File: config.mk
export PLATFORM = sky130hd
export DESIGN_NAME = perf_counter_bank
export DESIGN_NICKNAME = d
export VERILOG_FILES = /design/src/rtl/perf_counter_bank.sv
export SDC_FILE = /design/constraint.sdc
export NUM_CORES = 1
export LEC_CHECK = 0
export CAP_MARGIN = 20
export CORE_AREA = 2 2 289 291
export CTS_CLUSTER_DIAMETER = 50
export CTS_CLUSTER_SIZE = 8
export DETAILED_ROUTE_END_ITERATION = 8
export DIE_AREA = 0 0 291 293
export PLACE_DENSITY = 0.53
export SLEW_MARGIN = 20
export SYNTH_ARGS = -nofsm -noshare
export SYNTH_HDL_FRONTEND = slang
export SYNTH_SLANG_ARGS = --single-unit
File: constraint.sdc
create_clock -name clk -period 3.63 [get_ports clk]
set_clock_uncertainty 0.15 [all_clocks]
set_input_delay 0.9075 -clock clk [delete_from_list [all_inputs] [get_ports clk]]
set_output_delay 0.9075 -clock clk [all_outputs]
set_load 0.02 [all_outputs]
File: src/rtl/perf_counter_bank.sv
// Performance-monitor bank: NUM_CNT selectable event counters with snapshot shadows,
// registered readout, sequential clear sweep and halt freeze. Define PERF_SAT_EN to saturate instead of wrap.
module perf_counter_bank #(
  parameter int unsigned NUM_CNT = 8,
  parameter int unsigned CNT_W   = 32,
  parameter int unsigned EVT_W   = 8,
  parameter int unsigned SEL_W   = 3,
  parameter int unsigned ADDR_W  = 3
) (
  input  logic               clk,
  input  logic               RST,
  input  logic               halt,
  input  logic [EVT_W-1:0]   evt,
  input  logic               cfg_we,
  input  logic [ADDR_W-1:0]  cfg_addr,
  input  logic [SEL_W-1:0]   cfg_sel,
  input  logic               clr_all,
  input  logic               snap,
  input  logic               rd_en,
  input  logic [ADDR_W-1:0]  rd_addr,
  output logic [CNT_W-1:0]   rd_data,
  output logic               rd_valid,
  output logic               busy,
  output logic [NUM_CNT-1:0] ovf
);

  localparam logic [1:0] ST_RUN    = 2'd0;
  localparam logic [1:0] ST_HALTED = 2'd1;
  localparam logic [1:0] ST_CLEAR  = 2'd2;

  logic [1:0]         state_q, state_d;
  logic [ADDR_W-1:0]  idx_q, idx_d;
  logic               busy_q, busy_d;
  logic [CNT_W-1:0]   cnt_q [NUM_CNT];
  logic [CNT_W-1:0]   cnt_d [NUM_CNT];
  logic [CNT_W-1:0]   shadow_q [NUM_CNT];
  logic [CNT_W-1:0]   shadow_d [NUM_CNT];
  logic [SEL_W-1:0]   sel_q [NUM_CNT];
  logic [SEL_W-1:0]   sel_d [NUM_CNT];
  logic [NUM_CNT-1:0] ovf_q, ovf_d;
  logic [CNT_W-1:0]   rd_data_q, rd_data_d;
  logic               rd_valid_q, rd_valid_d;
  logic [NUM_CNT-1:0] hit;
  logic               count_en;

  always_comb begin
    state_d    = state_q;
    idx_d      = idx_q;
    cnt_d      = cnt_q;
    shadow_d   = shadow_q;
    sel_d      = sel_q;
    ovf_d      = ovf_q;
    rd_data_d  = rd_data_q;
    rd_valid_d = rd_en;
    hit        = '0;
    count_en   = 1'b0;

    case (state_q)
      ST_RUN: begin
        if (clr_all) begin
          state_d = ST_CLEAR;
          idx_d   = '0;
        end else if (halt) begin
          state_d = ST_HALTED;
        end else begin
          count_en = 1'b1;
        end
      end
      ST_HALTED: begin
        if (clr_all) begin
          state_d = ST_CLEAR;
          idx_d   = '0;
        end else if (!halt) begin
          state_d = ST_RUN;
        end
      end
      ST_CLEAR: begin
        if (clr_all) begin
          idx_d = '0;
        end else if (idx_q == ADDR_W'(NUM_CNT - 1)) begin
          state_d = halt ? ST_HALTED : ST_RUN;
          idx_d   = '0;
        end else begin
          idx_d = idx_q + ADDR_W'(1);
        end
      end
      default: begin
        state_d = ST_RUN;
        idx_d   = '0;
      end
    endcase

    busy_d = (state_d == ST_CLEAR);

    // Selects out of event range never match, leaving that counter idle
    for (int unsigned i = 0; i < NUM_CNT; i++) begin
      for (int unsigned j = 0; j < EVT_W; j++) begin
        if (sel_q[i] == SEL_W'(j)) hit[i] = evt[j];
      end
    end

    for (int unsigned i = 0; i < NUM_CNT; i++) begin
      if (cfg_we && (cfg_addr == ADDR_W'(i))) sel_d[i] = cfg_sel;
      if ((state_q == ST_CLEAR) && (idx_q == ADDR_W'(i))) begin
        cnt_d[i] = '0;
        ovf_d[i] = 1'b0;
      end else if (count_en && hit[i]) begin
        if (cnt_q[i] == '1) begin
          ovf_d[i] = 1'b1;
`ifdef PERF_SAT_EN
          cnt_d[i] = cnt_q[i];
`else
          cnt_d[i] = '0;
`endif
        end else begin
          cnt_d[i] = cnt_q[i] + CNT_W'(1);
        end
      end
    end

    if (snap) shadow_d = cnt_q;

    // Reads see the shadow as it was before any same-cycle snap
    if (rd_en) begin
      rd_data_d = '0;
      for (int unsigned i = 0; i < NUM_CNT; i++) begin
        if (rd_addr == ADDR_W'(i)) rd_data_d = shadow_q[i];
      end
    end
  end

  always_ff @(posedge clk or negedge RST) begin
    if (!RST) begin
      state_q    <= ST_RUN;
      idx_q      <= '0;
      busy_q     <= 1'b0;
      ovf_q      <= '0;
      rd_data_q  <= '0;
      rd_valid_q <= 1'b0;
      for (int unsigned i = 0; i < NUM_CNT; i++) begin
        cnt_q[i]    <= '0;
        shadow_q[i] <= '0;
        sel_q[i]    <= SEL_W'(i % EVT_W);
      end
    end else begin
      state_q    <= state_d;
      idx_q      <= idx_d;
      busy_q     <= busy_d;
      ovf_q      <= ovf_d;
      rd_data_q  <= rd_data_d;
      rd_valid_q <= rd_valid_d;
      for (int unsigned i = 0; i < NUM_CNT; i++) begin
        cnt_q[i]    <= cnt_d[i];
        shadow_q[i] <= shadow_d[i];
        sel_q[i]    <= sel_d[i];
      end
    end
  end

  assign rd_data  = rd_data_q;
  assign rd_valid = rd_valid_q;
  assign busy     = busy_q;
  assign ovf      = ovf_q;

endmodule

Word-level counts from Yosys, hierarchy flattened:

Index checks and enable logic that the tools add are counted.

* $add $sub $neg: 9
* eq/ne operators: 89
* muxes and demuxes: 135
* reduce and logical (&&, ||, !) cells: 61

Operator list (number)
* 32-bit 2-to-1 mux: 32
* 32-bit by 1-bit adder with 32-bit output (second input constant): 8
* 32-bit == test (second input constant): 8
* 3-bit == test (second input constant): 44
* 1-bit 2-to-1 mux: 92
* 3-bit by 2-bit == test with 1-bit output (second input constant): 22
* 3-bit by 1-bit == test with 1-bit output (second input constant): 11
* 3-bit zero test: 11
* 2-bit nonzero test: 16
* 1-bit logical AND: 24
* 2-bit AND reduction: 8
* 2-bit 2-to-1 mux: 6
* 3-bit 2-to-1 mux: 3
* 2-bit case mux with 3 select lines: 1
* 3-bit case mux with 2 select lines: 1
* 2-bit == test (second input constant): 2
* 3-bit by 1-bit adder with 3-bit output (second input constant): 1
* 2-bit by 1-bit == test with 1-bit output (second input constant): 1
* 2-bit zero test: 1
* 2-bit by 1-bit != test with 1-bit output (second input constant): 1
* 2-bit OR reduction: 1

* register bits: 583
* input port bits: 24
* output and inout bits: 42
* logic and storage cells: 331

Depth between registers and ports, before layout:

Gate-level depths: netlist of the first run.

* word-level depth: 12
* gate-level depth with buffers: 10
* depth with buffers taken out: 8

Least setup slack after synthesis of the first run:

Ideal clock, no wire load.

* path kind: input-to-reg
* from: input clr_all
* to: register cnt_q[189] in the netlist's numbering
* arrival: 2.894 ns
* slack: 0.462 ns
* cell stages on the path: 8
* path through: or4_4 > buf_6 > a31o_4 > nor4_4 > a31o_4 > buf_6 > nor2_1 > mux2_2

* word-level cells in the longest chain between the ends: 4

Ends and longest elaborated chain
* start, declared: RTL line 17 `input logic clr_all,`
* 1-bit 2-to-1 mux: RTL line 60 `if (clr_all) begin`
* 1-bit 2-to-1 mux: RTL line 58 `case (state_q)`
* 1-bit logical AND: RTL line 107 `end else if (count_en && hit[i]) begin`
* 2-bit nonzero test (no line)
* end signal, assigned by index: RTL line 153 `cnt_q[i] <= cnt_d[i];`
* end, declared: RTL line 34 `logic [CNT_W-1:0] cnt_q [NUM_CNT];`

Every way passes these cells.
A chain may end at the register's enable or synchronous reset.

Worst setup path in the final report of the first run:

* from: input clr_all
* to: register cnt_q[30] in the netlist's numbering

Same word-level chain as after synthesis.

==> impl_results.md, run 1 <==
- Final Non-Filler Cells: 3,962
- Synth Net Count: approximately 2,700
- CTS tree: built
- RSZ-0062 raised after global routing: false
- Async SR Flop Fraction: 100%
- CTS H-Tree Depth: 3
- Pre-antenna DRT Iters: 5
- Pwr/cell area: ~520 mW/mm^2
- Final Hold Fails: 0
- Final Setup Violations: 0
- Final-report max-slew violation count: 0
- Reg2reg start: state_q[0]
- # rows: approximately 110
- Status: finished, final reports clean
- Die H: between 200 and 300 um
- Ports: 66
- Slowest CP cell: or4_4
- Vias per cell: 5.51
- CP required: between 3 and 4 ns
- CTS Hold Bufs: 0
- Peak supply drop: 0.358 mV
- Cells after Synth: 2,707
- GPL Wtd Cong: 0.880
- DP Wirelength: 63,600 um
- Crit path capture type: flop
- First-pass GRT wire length: 135,000 um
- Post-Place Cells: approximately 3,800
- Routed Antenna Nets: 0
- Fin nets: a little under 3,000
- Critical Path AT: between 3 and 4 ns
- CTS max path bufs: 3
- Worst slew pin tran: 1.00 ns
- Initial antenna violation count: 1
- Buffers on Ports: 65
- Worst reg2reg setup slack: 0.73 ns
- Setup Total Neg Slack: 0 ns
- Largest net degree at the start of global routing: 80
- Tmin final: about 3 ns
- Detailed Route WL: about 87,000 um
- Worst path most repeated cell: buf_4
- Total congestion overflow: 0
- Post_cts resized: 0
- Synth top area cells: dfrtp_1 50%, mux2_2 12%, nor2_1 3.7%
- Worst slew margin: around a third
- FF+latch count, synth: slightly below 600
- Core ar.: around 0.08 mm^2
- Chip width: 291 um
- Cts bufs inserted: a little over 90
- Commonest non-fill, non-tap cells in the layout: 571 x dfrtp_1, 300 x mux2_2, 279 x nor2_1
- Fmax: ~0.33 GHz
- Hold WC Path Type: in -> async
- Top FF cell, synth: dfrtp_1
- Clk root buf: clkbuf_16
- Worst-Skew Late Latency: around 0.64 ns
- DR WL/cell: approximately 22 um
- Leak: roughly 15 nW
- Kind of critical path: in -> reg
- Post-CTS setup buffers: 0
- Via count: about 22,000
- Share of cells above drive strength 1: between 20% and 30%
- Total GRT Usage: approximately 20%
- Yosys cell types: between 70 and 80
- Clk slew on worst S/H paths: 0.05 ns
- Post-synth EDFFs: 0
- DRC: 0
- Mapped Area: around 0.029 mm^2
- Hold Slack: 0.111 ns
- Synth-to-Final Area Change: 19.2%
- Crit path launch type: input port
- Worst Setup SP: clr_all
- Crit share post-route: approximately 84%
- Seq/Total Area, Yosys: roughly half
- Yosys top cell area share: between 40% and 50%
- Vias in the first global route: 21,300
- Post-synth top area cell: dfrtp_1
- Leading cell type in the layout, fill and taps excluded: dfrtp_1
- Peak per-stage delay on the critical path: 0.64 ns
- DRT iter0 DRCs: ~1,800
- Crit-path max FO: 8
- Ys Warns: 0
- Initial Util: a little over a third
- # clock sinks: a little under 600
- Max-Cap Viols: 0
- Critical path, cell by cell: clkdlybuf4s50_1, or4_4, buf_12, or3_1, buf_4, buf_4, nor3b_1, xnor2_1, nor2_1
- Syn_area_per_cell: about 11 um^2
- Die area: ~0.085 mm^2
[flip-flops by register name, indices dropped and copies added (netlist names)]
name      cells
rd_data      32
busy          1
cnt_q       256
idx_q         3
rd_valid      1
sel_q        24
state_q       2
shadow_q    256
ovf           8
[cell type report]
class	count	area, um^2
well taps	1070	1340
inverters	55	206
clock inverters	26	403
fillers	7748	47800
clock buffers	108	2430
diodes	1	2.50
repair buffers	192	1850
flip-flops and latches	583	14600
multi-input cells	1927	13300
[where the power goes]
part	switching, mW	leakage [nW]	total (mW)	internal [mW]
Combinational	1.13	5.74	2.02	0.886
Clock	3.12	1.39	8.26	5.14
Sequential	0.492	7.90	7.46	6.97
Total	4.74	15.0	17.7	13.0
[worst paths after layout]
kind / to / depth (start not counted)
max in group asynchronous: cnt_q[164] / 2
hold reg to reg: shadow_q[18] / 1
hold / removal: shadow_q[20] / 1
setup reg to reg: cnt_q[30] / 8
setup / recovery: cnt_q[30] / 9
min in group clk: shadow_q[18] / 1
[cell usage after synthesis, drive strengths merged (61+ instances only)]
master	instances
nand3	107
nand4	65
nand2	160
a21oi	165
o21ai	103
dfrtp	571
nor3	61
xnor2	80
mux2i	88
mux2	300
nor2	282
clkbuf	118
[metrics by stage]
step | power (mW) | util (%) | setup WS, ns | cell area (um^2)
global route | 18.5 | 41.6 | 0.473 | 34100
finish | 17.7 | 41.7 | 0.594 | 34100
CTS | 18.0 | 41.6 | 0.588 | 34100
detailed placement | 9.59 | 38.2 | -0.0714 | 31200
global placement | 9.54 | 38.2 | -0.0729 | 31200
floorplan | 8.56 | - | 0.462 | 28600
[layer usage]
| layer | wire [um] | vias up | track usage, % |
|---|---|---|---|
| li1 | - | 10100 | - |
| met1 | 41400 | 11100 | 29.6 |
| met2 | 39600 | 523 | 31.7 |
| met3 | 3830 | 97 | 2.82 |
| met4 | 1870 | 0 | 5.69 |
| met5 | 0 | - | 0 |
[critical path, delay by kind of cell]
kind          cells  cell delay, ns
xor+xnor          1            0.16
buf+inv           4            0.95
simple gates      4            1.37
[cell families (layout without fill, tap and decap cells)]
group                      count (synthesis)  count (layout)  synth area share (%)
AOI/OAI and AO/OA                        479             479                  10.5
xor gates and xnor gates                 139             139                  4.26
adders and majority gates                 14              14                 0.612
buffers and inverters                    197             381                  2.69
DFF                                      583             583                  51.0
muxes                                    391             391                  15.1
other                                      0               1                     0
and+or+nand+nor                          904             904                  15.8
No activity file was read; power rests on OpenSTA's default activity.
==> run 2: changes to the inputs <==
==> constraint.sdc (replaced) <==
create_clock -name clk -period 2.82 [get_ports clk]
set_clock_uncertainty 0.15 [all_clocks]
set_input_delay 0.705 -clock clk [delete_from_list [all_inputs] [get_ports clk]]
set_output_delay 0.705 -clock clk [all_outputs]
set_load 0.02 [all_outputs]
==> run 2 against run 1 <==
Net effect: critical path depth shrank 1; non-clock buffer count increased by 119; cell area grew 2.8%; count of clock-buffer cells in the layout grew 2; power is 28% higher; first-iteration DRC count is 2.3% lower; worst hold slack better by 0.23 ns; largest cell class unchanged.
==> impl_results.md, run 2 (synthesized netlist as in run 1, its figures left out) <==
- Internal Dissipation: 16.7 mW (was 13.0 mW)
- DR WL/cell: 21.0 um (was 21.9 um)
- Cts bufs inserted: 91 (was 93)
- Peak supply drop: 0.462 mV (was 0.358 mV)
- DP Wirelength: 63,000 um (was 63,600 um)
- Tot Pwr: 22.8 mW (was 17.7 mW)
- DRT iter0 DRCs: 1,802 (was 1,845)
- Crit-path max FO: 18 (was 8)
- Initial Util: 35.0% (unchanged)
- Leak: 15.6 nW (was 15.0 nW)
- CTS tree: built (unchanged)
- Kind of critical path: in -> reg (unchanged)
- Pre-antenna DRT Iters: 7 (was 5)
- Clk slew on worst S/H paths: 0.05 ns (about the same)
- Antenna fix cells: 0 (was 1)
- CTS max path bufs: 3 (unchanged)
- GPL Wtd Cong: 0.914 (was 0.880)
- Worst Setup SP: clr_all (unchanged)
- Clk root buf: clkbuf_16 (unchanged)
- Worst slew pin tran: 0.809 ns (was 1.00 ns)
- Status: finished, final reports clean (unchanged)
- Post-DP Area: 0.0323 mm^2 (was 0.0312 mm^2)
- Final Setup Violations: 0 (unchanged)
- Final-report max-slew violation count: 0 (unchanged)
- Critical Path AT: 3.09 ns (was 3.39 ns)
- DRC: 0 (unchanged)
- Hold WC Path Type: reg -> reg (was in -> async)
- Max-Cap Viols: 0 (unchanged)
- Final Hold Fails: 0 (unchanged)
- Share of cells above drive strength 1: 24.0% (was 20.8%)
- Crit share post-route: between 90% and 100%
- CP required: 3.18 ns (was 3.98 ns)
- Post-CTS setup buffers: 0 (unchanged)
- Total GRT Usage: 20.3% (was 20.4%)
- Pwr/cell area: 649 mW/mm^2 (was 520 mW/mm^2)
- Largest net degree at the start of global routing: 83 (was 80)
- Comb pwr share: 12.4% (was 11.4%)
- Reg2reg start: sel_q[5] (was state_q[0])
- Synth-to-Final Area Change: 22.5% (was 19.2%)
- Worst slew margin: 45.8% (was 33.2%)
- Seq pwr share: 42.1% (was 42.0%)
- Fin nets: 3,007 (was 2,890)
- Leading cell type in the layout, fill and taps excluded: dfrtp_1 (unchanged)
- Worst-Skew Late Latency: 0.64 ns (about the same)
- Psw: 6.01 mW (was 4.74 mW)
- # rows: 105 (unchanged)
- Hold_sp: ovf[7]
- Commonest non-fill, non-tap cells in the layout: 571 x dfrtp_1, 300 x mux2_2, 280 x nor2_1 (was 571 x dfrtp_1, 300 x mux2_2, 279 x nor2_1)
- Die H: 293 um (unchanged)
- CTS H-Tree Depth: 3 (unchanged)
- Vias in the first global route: 22,100 (was 21,300)
- First-pass GRT wire length: 134,000 um (was 135,000 um)
- Buffers on Ports: 65 (unchanged)
- Cell area after layout: 0.0350 mm^2 (was 0.0341 mm^2)
- Ports: 66 (unchanged)
- Crit path launch type: input port (unchanged)
- Fillcell total: 7,689 (was 7,748)
- Core ar.: 0.0818 mm^2 (unchanged)
- Tmin final: 2.73 ns
- Total congestion overflow: 0 (unchanged)
- Via count: 22,000 (was 21,800)
- Final Core Density: 42.8% (was 41.7%)
- Fmax: ~0.37 GHz
- Area occupied by multi-input gates: 0.0133 mm^2 (about the same)
- RSZ-0062 raised after global routing: false (unchanged)
- Switching share of power: 26.4% (was 26.7%)
- Detailed Route WL: 85,500 um (was 86,700 um)
- FF+latch area: 0.0146 mm^2 (unchanged)
- # clock sinks: 583 (unchanged)
- Routed Antenna Nets: 0 (unchanged)
- Clock network power share: 45.5% (was 46.6%)
- Die area: 0.0853 mm^2 (unchanged)
- Initial antenna violation count: 0 (was 1)
- Vias per cell: 5.41 (was 5.51)
- Crit path capture type: flop (unchanged)
- Chip width: 291 um (unchanged)
==> run 2: cell count changes in the layout (fill, tap and decap cells not counted), sizes merged <==
cell / change
dlymetal6s2s: +2
clkbuf: +2
bufinv: -1
clkdlybuf4s50: -2
diode: -1
clkinv: -11
buf: +118
dlygate4sd3: +1
clkinvlp: +1
inv: +3
==> run 2: repair_timing <==
action | in CTS | in global routing
setup endpoints to repair | 3 | 54
gates resized for setup | 3 | 11
hold buffers | 1 | 0
endpoints found under the hold margin | 35 | 0
==> run 2: per-layer routing <==
| metal | vias to the layer above | share of wire [%] | global-route usage, % |
|---|---|---|---|
| li1 | 10300 | - | - |
| met1 | 11100 | 47 | 28.5 |
| met4 | 0 | 2.9 | 6.69 |
| met2 | 533 | 46 | 32.2 |
| met5 | - | 0 | 0 |
| met3 | 125 | 4.6 | 2.80 |
==> run 2: area by class of cell <==
type / count / area share (%)
tap: 1070 / 3.82
inverter: 55 / 0.589
multi-input combinational: 1927 / 38.0
clock inverter: 18 / 0.746
timing repair buffer: 311 / 8.17
clock buffer: 110 / 6.96
sequential: 583 / 41.7
==> run 2: final timing paths <==
kind                       cells after the start             to  slack (ns)
hold / removal                                 1         ovf[7]        0.34
setup reg to reg                               8      cnt_q[32]        0.13
max in group asynchronous                      3  shadow_q[244]        1.18
hold reg to reg                                1         ovf[7]        0.34
min in group asynchronous                      2      cnt_q[13]        0.47
setup / recovery                               8      cnt_q[46]        0.09
==> run 2: power by group through the flow <==
stage / clock (mW) / combinational [mW] / sequential [mW]
final: 10.4 / 2.82 / 9.58
after global routing: 10.9 / 3.07 / 9.67
after detailed placement: 0 / 2.82 / 9.70
after global placement: 0 / 2.76 / 9.67
after CTS: 10.6 / 2.83 / 9.57
after floorplan: 0 / 1.45 / 9.56
==> run 2: critical path: stages <==
cell             delay (ns)
clkdlybuf4s50_1        0.42
or4_4                  0.57
buf_4                  0.21
o31a_1                 0.34
buf_12                 0.16
nor4b_1                0.44
xnor2_1                0.17
nor2_1                 0.05
==> run 2: stage by stage <==
step	TNS, ns	hold slack, ns	worst slack [ns]	cells
global placement	-98.22	0.325	-0.641	3945
global route	0	0.360	0.0163	4074
floorplan	-0.0184	0.259	-0.0184	2707
CTS	0	0.343	0.0120	4074
finish	0	0.337	0.0898	4074
detailed placement	-106.94	0.332	-0.673	3945
